**config.mk**
```make
export PLATFORM = sky130hd
export DESIGN_NAME = smart_mac_multi
export DESIGN_NICKNAME = d
export VERILOG_FILES = /design/src/rtl/smart_mac_multi.sv
export SDC_FILE = /design/constraint.sdc
export NUM_CORES = 1
export LEC_CHECK = 0
export ABC_CLOCK_PERIOD_IN_PS = 3650
export BUFFER_PORTS_ARGS = -buffer_cell sky130_fd_sc_hd__buf_4
export CORE_ASPECT_RATIO = 1.2
export CORE_MARGIN = 1.5
export CORE_UTILIZATION = 50
export DETAILED_ROUTE_END_ITERATION = 16
export PLACE_DENSITY_LB_ADDON = 0.25
export SYNTH_ARGS = -nofsm -noshare
export SYNTH_HDL_FRONTEND = slang
export SYNTH_SLANG_ARGS = --single-unit
```
**constraint.sdc**
```tcl
create_clock -name mclk -period 3.65 [get_ports mclk]
set_clock_uncertainty 0.2 [all_clocks]
set_input_delay 0.73 -clock mclk [delete_from_list [all_inputs] [get_ports mclk]]
set_output_delay 0.73 -clock mclk [all_outputs]
set_load 0.005 [all_outputs]
```
**src/rtl/smart_mac_multi.sv**
```systemverilog
// smart_mac_multi: memory access controller for several protected code/key regions.
// Code in region r may only be entered at CODE_LOW[r] and left from CODE_HIGH[r].
// Key region k may only be read while region k is executing. A violation raises
// sys_reset for RESET_PULSE cycles and records a sticky cause code.
//
// Ports
//   mclk          clock, rising edge
//   puc_rst       synchronous active-high reset
//   ins_valid     ins_addr holds a newly fetched instruction address
//   ins_addr      instruction fetch address
//   mem_rd        data read strobe for mem_addr
//   mem_addr      data access address
//   mem_din       read data from memory
//   dbg_active    debug interface attached
//   mem_dout      read data to CPU (zero for a blocked key read)
//   in_safe_area  high while executing inside a protected region
//   region_id     index of the executing region, 0 outside
//   sys_reset     registered system reset request
//   viol_cause    sticky cause of last violation
//                 (1 key read, 2 illegal entry, 3 illegal exit, 4 debug)
//
// state  | meaning
// IDLE   | executing unprotected code
// INSIDE | executing code of region region_id
// VIOL   | reset pulse in progress, inputs other than puc_rst ignored

module smart_mac_multi #(
  parameter int SIZE_MEM_ADDR = 16,
  parameter int NUM_REGIONS   = 2,
  parameter int RESET_PULSE   = 4,
  parameter logic [NUM_REGIONS*SIZE_MEM_ADDR-1:0] CODE_LOW  = {16'd64,  16'd16},
  parameter logic [NUM_REGIONS*SIZE_MEM_ADDR-1:0] CODE_HIGH = {16'd95,  16'd32},
  parameter logic [NUM_REGIONS*SIZE_MEM_ADDR-1:0] KEY_LOW   = {16'd100, 16'd40},
  parameter logic [NUM_REGIONS*SIZE_MEM_ADDR-1:0] KEY_HIGH  = {16'd107, 16'd47},
  localparam int RID_W = (NUM_REGIONS > 1) ? $clog2(NUM_REGIONS) : 1
) (
  input  logic                     mclk,
  input  logic                     puc_rst,
  input  logic                     ins_valid,
  input  logic [SIZE_MEM_ADDR-1:0] ins_addr,
  input  logic                     mem_rd,
  input  logic [SIZE_MEM_ADDR-1:0] mem_addr,
  input  logic [15:0]              mem_din,
  input  logic                     dbg_active,
  output logic [15:0]              mem_dout,
  output logic                     in_safe_area,
  output logic [RID_W-1:0]         region_id,
  output logic                     sys_reset,
  output logic [2:0]               viol_cause
);

  localparam int CW = $clog2(RESET_PULSE + 1);

  localparam logic [1:0] IDLE   = 2'd0;
  localparam logic [1:0] INSIDE = 2'd1;
  localparam logic [1:0] VIOL   = 2'd2;

  logic [1:0]               state_q, state_d;
  logic [RID_W-1:0]         rid_q, rid_d;
  logic [SIZE_MEM_ADDR-1:0] prev_q, prev_d;
  logic [CW-1:0]            cnt_q, cnt_d;
  logic [2:0]               cause_q, cause_d;
  logic                     sysrst_q, sysrst_d;

  logic                     code_hit, code_entry;
  logic [RID_W-1:0]         code_rid;
  logic                     key_hit;
  logic [RID_W-1:0]         key_rid;
  logic                     cur_in_code;
  logic [SIZE_MEM_ADDR-1:0] cur_high;
  logic                     key_block;
  logic                     v1, v2, v3, v4;
  logic [2:0]               viol_code;

  // Region matching; loops run downward so the lowest index wins on overlap.
  always_comb begin
    code_hit    = 1'b0;
    code_entry  = 1'b0;
    code_rid    = '0;
    key_hit     = 1'b0;
    key_rid     = '0;
    cur_in_code = 1'b0;
    cur_high    = '0;
    for (int r = NUM_REGIONS - 1; r >= 0; r--) begin
      if (ins_addr >= CODE_LOW[r*SIZE_MEM_ADDR +: SIZE_MEM_ADDR] &&
          ins_addr <= CODE_HIGH[r*SIZE_MEM_ADDR +: SIZE_MEM_ADDR]) begin
        code_hit   = 1'b1;
        code_rid   = RID_W'(r);
        code_entry = (ins_addr == CODE_LOW[r*SIZE_MEM_ADDR +: SIZE_MEM_ADDR]);
      end
      if (mem_addr >= KEY_LOW[r*SIZE_MEM_ADDR +: SIZE_MEM_ADDR] &&
          mem_addr <= KEY_HIGH[r*SIZE_MEM_ADDR +: SIZE_MEM_ADDR]) begin
        key_hit = 1'b1;
        key_rid = RID_W'(r);
      end
      if (rid_q == RID_W'(r)) begin
        cur_high    = CODE_HIGH[r*SIZE_MEM_ADDR +: SIZE_MEM_ADDR];
        cur_in_code = ins_addr >= CODE_LOW[r*SIZE_MEM_ADDR +: SIZE_MEM_ADDR] &&
                      ins_addr <= CODE_HIGH[r*SIZE_MEM_ADDR +: SIZE_MEM_ADDR];
      end
    end
  end

  // Key reads are only allowed from the owning region; this also masks reads during VIOL.
  assign key_block = mem_rd && key_hit && !(state_q == INSIDE && rid_q == key_rid);
  assign mem_dout  = key_block ? 16'h0000 : mem_din;

  always_comb begin
    state_d  = state_q;
    rid_d    = rid_q;
    prev_d   = prev_q;
    cnt_d    = cnt_q;
    cause_d  = cause_q;
    sysrst_d = sysrst_q;
    v1 = 1'b0;
    v2 = 1'b0;
    v3 = 1'b0;
    v4 = 1'b0;
    viol_code = 3'd0;

    case (state_q)
      IDLE: begin
        v1 = key_block;
        if (ins_valid) begin
          prev_d = ins_addr;
          if (code_hit) begin
            if (code_entry) begin
              state_d = INSIDE;
              rid_d   = code_rid;
            end else begin
              v2 = 1'b1;
            end
          end
        end
      end
      INSIDE: begin
        v1 = key_block;
        v4 = dbg_active;
        if (ins_valid) begin
          prev_d = ins_addr;
          if (!cur_in_code) begin
            if (prev_q == cur_high) begin
              // Legal exit: the new address is judged as if fetched from IDLE.
              if (code_hit && code_entry) begin
                rid_d = code_rid;
              end else if (code_hit) begin
                v2 = 1'b1;
              end else begin
                state_d = IDLE;
                rid_d   = '0;
              end
            end else begin
              v3 = 1'b1;
            end
          end
        end
      end
      VIOL: begin
        if (cnt_q == '0) begin
          state_d  = IDLE;
          sysrst_d = 1'b0;
          rid_d    = '0;
          prev_d   = '0;
        end else begin
          cnt_d = cnt_q - 1'b1;
        end
      end
      default: begin
        state_d = IDLE;
        rid_d   = '0;
      end
    endcase

    if (v4) viol_code = 3'd4;
    if (v3) viol_code = 3'd3;
    if (v2) viol_code = 3'd2;
    if (v1) viol_code = 3'd1;

    if (viol_code != 3'd0) begin
      state_d  = VIOL;
      rid_d    = '0;
      cause_d  = viol_code;
      sysrst_d = 1'b1;
      cnt_d    = CW'(RESET_PULSE - 1);
    end
  end

  always_ff @(posedge mclk) begin
    if (puc_rst) begin
      state_q  <= IDLE;
      rid_q    <= '0;
      prev_q   <= '0;
      cnt_q    <= '0;
      cause_q  <= 3'd0;
      sysrst_q <= 1'b0;
    end else begin
      state_q  <= state_d;
      rid_q    <= rid_d;
      prev_q   <= prev_d;
      cnt_q    <= cnt_d;
      cause_q  <= cause_d;
      sysrst_q <= sysrst_d;
    end
  end

  assign in_safe_area = (state_q == INSIDE);
  assign region_id    = rid_q;
  assign sys_reset    = sysrst_q;
  assign viol_cause   = cause_q;

endmodule

```
# --- After elaboration in Yosys (flattened, before gate mapping) ---
# Index checks and enable logic that the tools add are counted.
op_classes:
  n_bitwise: 1
  n_eq_ne: 27
  n_addsub: 1
  mux: 59
  reduce_logical: 24
  n_lt_le_gt_ge: 8
op_table:
  columns: ["op", "n"]
  rows:
  - ["16-bit two-way mux", 3]
  - ["1-bit two-way mux", 34]
  - ["16-bit by 7-bit greater-or-equal comparator with 1-bit output (second input constant)", 2]
  - ["16-bit by 6-bit less-or-equal comparator with 1-bit output (second input constant)", 2]
  - ["16-bit by 7-bit less-or-equal comparator with 1-bit output (second input constant)", 2]
  - ["16-bit case mux with 2 select lines", 1]
  - ["2-bit two-way mux", 13]
  - ["9-bit AND reduction", 2]
  - ["16-bit == test", 1]
  - ["16-bit by 5-bit == test with 1-bit output (second input constant)", 1]
  - ["16-bit by 7-bit == test with 1-bit output (second input constant)", 1]
  - ["16-bit by 5-bit greater-or-equal comparator with 1-bit output (second input constant)", 1]
  - ["16-bit by 6-bit greater-or-equal comparator with 1-bit output (second input constant)", 1]
  - ["2-bit != test (second input constant)", 8]
  - ["3-bit by 2-bit != test with 1-bit output (second input constant)", 5]
  - ["3-bit two-way mux", 4]
  - ["3-bit != test (second input constant)", 4]
  - ["1-bit logical AND", 8]
  - ["8-bit AND reduction", 1]
  - ["7-bit two-way mux", 1]
  - ["2-bit by 1-bit != test with 1-bit output (second input constant)", 3]
  - ["2-bit case mux with 3 select lines", 1]
  - ["2-bit AND reduction", 3]
  - ["2-bit nonzero test", 3]
  - ["14 further kinds", 15]
totals:
  elab_cells: 128
  input_bits: 53
  out_inout_bits: 22
  reg_bits: 26

# --- Logic depth before layout (Yosys ltp) ---
depth:
  depth_word: 15
  mapped_depth: 8
  depth_no_buf: 8

# --- Worst setup path before layout ---
# OpenSTA, ideal clock, no wires.
synth_path:
  path_kind: "input port to output port"
  from: "input port mem_addr[8]"
  to: "output port mem_dout[0]"
  slack_ns: 0.768
  n_path_buf: 1
  t_arrival_ns: 1.952
  required_ns: 2.720
  path_stages: 5
  cell_sequence: "nor4_1 > nand3_1 > nor3_2 > clkbuf_1 > nor2b_1"
synth_between:
  elab_chain_len: 9
  elab_cells_between_ends: 15
  cone_classes: "order compare (4); eq/ne (1); mux (4); reduce/logical (6)"
synth_rtl:
  columns: ["element", "line", "rtl"]
  rows:
  - ["start, declared", "42", "input logic [SIZE_MEM_ADDR-1:0] mem_addr,"]
  - ["16-bit by 7-bit greater-or-equal comparator with 1-bit output or 16-bit by 7-bit less-or-equal comparator with 1-bit output (tied branches)", "91, 92", null]
  - ["1-bit logical AND", "91", "if (mem_addr >= KEY_LOW[r*SIZE_MEM_ADDR +: SIZE_MEM_ADDR] &&"]
  - ["1-bit two-way mux (2 in a row)", "91", null]
  - ["1-bit == test", "105", "assign key_block = mem_rd && key_hit && !(state_q == INSIDE && rid_q == key_rid);"]
  - ["1-bit logical AND", "105", null]
  - ["1-bit logical NOT", "105", null]
  - ["1-bit logical AND (*)", "105", null]
  - ["16-bit two-way mux (*)", "106", "assign mem_dout = key_block ? 16'h0000 : mem_din;"]
  - ["end, declared", "45", "output logic [15:0] mem_dout,"]
# Mark *: on every way between the ends. The rest lies on a longest branch, timed or not.

# --- Worst setup path after layout ---
layout_path:
  from: "input port mem_addr[8]"
  to: "output port mem_dout[3]"
# The elaborated chain is that of the path after synthesis.

==> metrics.md <==
| Metric | Value |
|---|---|
| FF-to-FF Start | region_id |
| # DRC | 0 |
| Syn nets | 238 |
| # hold bufs at CTS | 0 |
| Clock Latency Late Sink | 0.32 ns |
| Internal power | 0.4006 mW |
| Slew at the pin closest to its max-slew limit | 0.8235 ns |
| Critical path launch point type | input port |
| Cell breakdown of the critical path | buf_4 > nor4_1 > nand3_1 > nor3_2 > buf_4 > nor2b_1 > buf_4 |
| Avg Cell Area, Syn | 8.567 µm² |
| First-pass GRT wire length | 6541 µm |
| Worst r2r path cells | 6 |
| EDFF count, synth | 0 |
| Crit-path most repeated cell | buf_4 |
| Initial antenna violation count | 0 |
| Finished Core Util | 0.7120 |
| DP HPWL | 3255 µm |
| Total core area | 0.003028 mm² |
| Worst-path fanout max | 18 |
| Maximum clock frequency | 353.9 MHz |
| TritonCTS Sinks | 26 |
| First-pass DRT Iterations | 4 |
| Max Buffers Root-to-Sink | 2 |
| GRT Residual Overflow | 0 |
| Hold path cells | 2 |
| Rows | 22 |
| CP Data Required Time | 2.72 ns |
| Final Cycle Share | 0.7743 |
| Vias post-DR | 1639 |
| H-tree depth | 1 |
| Layout cell share with drive strength beyond 1 | 0.3611 |
| Pleak | 0.9067 nW |
| Die Ht | 64.34 µm |
| Pin count of the biggest net entering global routing | 26 |
| Relative slew margins | 0.4499 |
| Synth Warn # | 0 |
| Worst ir drop on vdd | 0.0003274 V |
| Vias in the first global route | 1489 |
| Final min period | 2.826 ns |
| Critical Path Max Stage Delay | 0.27 ns |
| Final-stage net count | 309 |
| Worst Min Path Start | sys_reset |
| Setup TNS | 0 ns |
| Sequential cell area fraction in the yosys report | 0.3320 |
| Netlist Area Pre-Place | 0.001568 mm² |
| Max_cap viols | 0 |
| Pwr/cell area | 248.4 mW/mm² |
| CTS resizes | 0 |
| Internal reg-to-reg setup slack | 1.41 ns |
| Gate power share | 0.215 |
| Top-level port count | 75 |
| Sw power | 0.1349 mW |
| Final Hold Fails | 0 |
| Setup CP Type | input port to primary output |
| Drt total wl | 4119 µm |
| Sequential power share | 0.562 |
| Fillers | 255 |
| Area grow syn2layout | 37.51% |
| Crit-path slowest cell | nor4_1 |
| Hold Crit Endpoint | sys_reset |
| DR iter-0 viols | 81 |
| CTS Buf Count | 3 |
| Die area | 0.003482 mm² |
| Largest delay share family, worst path | simple AND/OR/NAND/NOR gates |
| Final ANT Viol Nets | 0 |
| # diodes | 0 |
| Critical Path AT | 1.90 ns |
| Status | completed |
| Total GRT Usage | 0.2473 |
| Hold WC Path Type | flip-flop to flip-flop |
| Endpoints failing setup | 0 |
| WL/cell | 14.30 µm |
| Via density | 5.691 |
| Setup Buffers After CTS | 0 |
| Buffers on Ports | 72 |
| RSZ-0062 raised after global routing | no |
| Initial core utilization | 0.5178 |
| Switching share of power | 0.2519 |
| Worst reg2reg path endpoint | region_id |
| Slew Limit Fails | 0 |
| Synth unique cells | 51 |
| CP endpoint kind | primary output |
| Post-Synthesis Cells | 183 |
| Clock power frac | 0.222 |
| Ys flop type | dfxtp_1 |
| #FFs+latches synth | 26 |
| Clk root buf | clkbuf_4 |
| Worst Path Buf+Inv | 3 |
| CTS tree | built |
| Die W | 54.12 µm |
| GP Congestion | 0.8040 |
| FFs w/ async S/R, synth | 0 |
| Clock slew at the register clock pins of the worst setup and hold paths | 0.13 ns |
==> layout by cell type (no fill, tap or decap), drive strengths merged, types with 2 or more instances in the layout <==
master,count
o21ai,6
nor4,8
buf,75
a2111oi,2
nand4b,3
a31oi,5
nor2,25
nor3b,2
a22oi,16
xor2,2
a21oi,5
inv,7
nor4b,5
ha,2
nand3,4
and3,3
o211ai,3
nor2b,18
clkbuf,3
nand2,8
nor3,6
dfxtp,26
==> metal layers <==
layer,wire length (µm),vias to the layer above,global-route usage
met5,0,-,0
met4,15,0,0.02813
met2,2201,36,0.4466
li1,-,823,-
met3,163,4,0.04206
met1,1738,776,0.3066
==> area by class of cell <==
class,count,area (µm²),area share
inverters,7,26.28,0.01219
repair buffers,75,563.0,0.2612
multi-input cells,141,978.4,0.4539
clock buffers,3,22.52,0.01045
well taps,36,45.04,0.02089
flip-flops and latches,26,520.5,0.2414
==> tightest hold or removal path: cells and delay by family, from the launching register on <==
| family | cells | cell delay (ns) |
|---|---|---|
| flops | 1 | 0.34 |
| compound gates | 1 | 0.07 |
| simple gates | 1 | 0.05 |
==> worst max path at each step <==
stage	slack (ns)	start	depth (start not counted)	end
after floorplan	0.77	mem_addr[8]	5	mem_dout[0]
after global placement	0.83	mem_addr[8]	7	mem_dout[3]
after detailed placement	0.82	mem_addr[8]	7	mem_dout[3]
after CTS	0.81	mem_addr[8]	7	mem_dout[3]
after global routing	0.65	mem_addr[7]	7	mem_dout[13]
final	0.82	mem_addr[8]	7	mem_dout[3]
==> Yosys cell counts (all sizes together) (2+ instances only) <==
master	n	area, µm²
a2111oi	2	42.54
clkbuf	5	18.77
nand4b	3	38.79
a31oi	5	31.28
nor3b	2	15.01
xor2	2	17.52
nor2	25	93.84
nor4b	5	50.04
nor3	6	35.03
nand2	8	30.03
nor4	8	71.32
o21ai	6	33.78
buf	4	23.77
inv	7	26.28
and3	3	18.77
a22oi	16	120.1
ha	2	25.02
nand3	4	20.02
o211ai	3	36.28
a21oi	5	28.78
dfxtp	26	520.5
nor2b	18	112.6
==> cells by family after synthesis <==
| group | Yosys count | share of synthesized area |
|---|---|---|
| AND/OR/NAND/NOR | 88 | 0.3376 |
| XOR/XNOR | 3 | 0.01676 |
| AO/OA/AOI/OAI | 48 | 0.2538 |
| adder cells (fa/ha/maj) | 2 | 0.01596 |
| buffers and inverters | 16 | 0.04390 |
| flip-flops | 26 | 0.3320 |
==> state kept, by name (all words and copies together), names as in the netlist <==
name / flops
cnt_q: 3
prev_q: 16
region_id: 1
state_q: 2
sys_reset: 1
viol_cause: 3
==> metrics by stage <==
step	instances	hold WS [ns]	setup WS (ns)	cell area, µm²	total power, mW
after detailed placement	285	0.2833	0.8241	2133	0.4221
final	288	0.3015	0.8240	2156	0.5354
after CTS	288	0.3063	0.8120	2156	0.5370
after floorplan	183	0.2658	0.7682	1568	0.3510
after global placement	285	0.2717	0.8277	2133	0.4199
after global routing	288	0.3314	0.6503	2156	0.5562
==> power by group through the flow <==
stage	Sequential (mW)	Clock [mW]	Combinational, mW
after floorplan	0.305	0	0.0459
after global placement	0.306	0	0.113
after detailed placement	0.307	0	0.115
after CTS	0.301	0.121	0.116
after global routing	0.302	0.129	0.125
final	0.301	0.119	0.115
No activity file was read; power rests on OpenSTA's default activity.
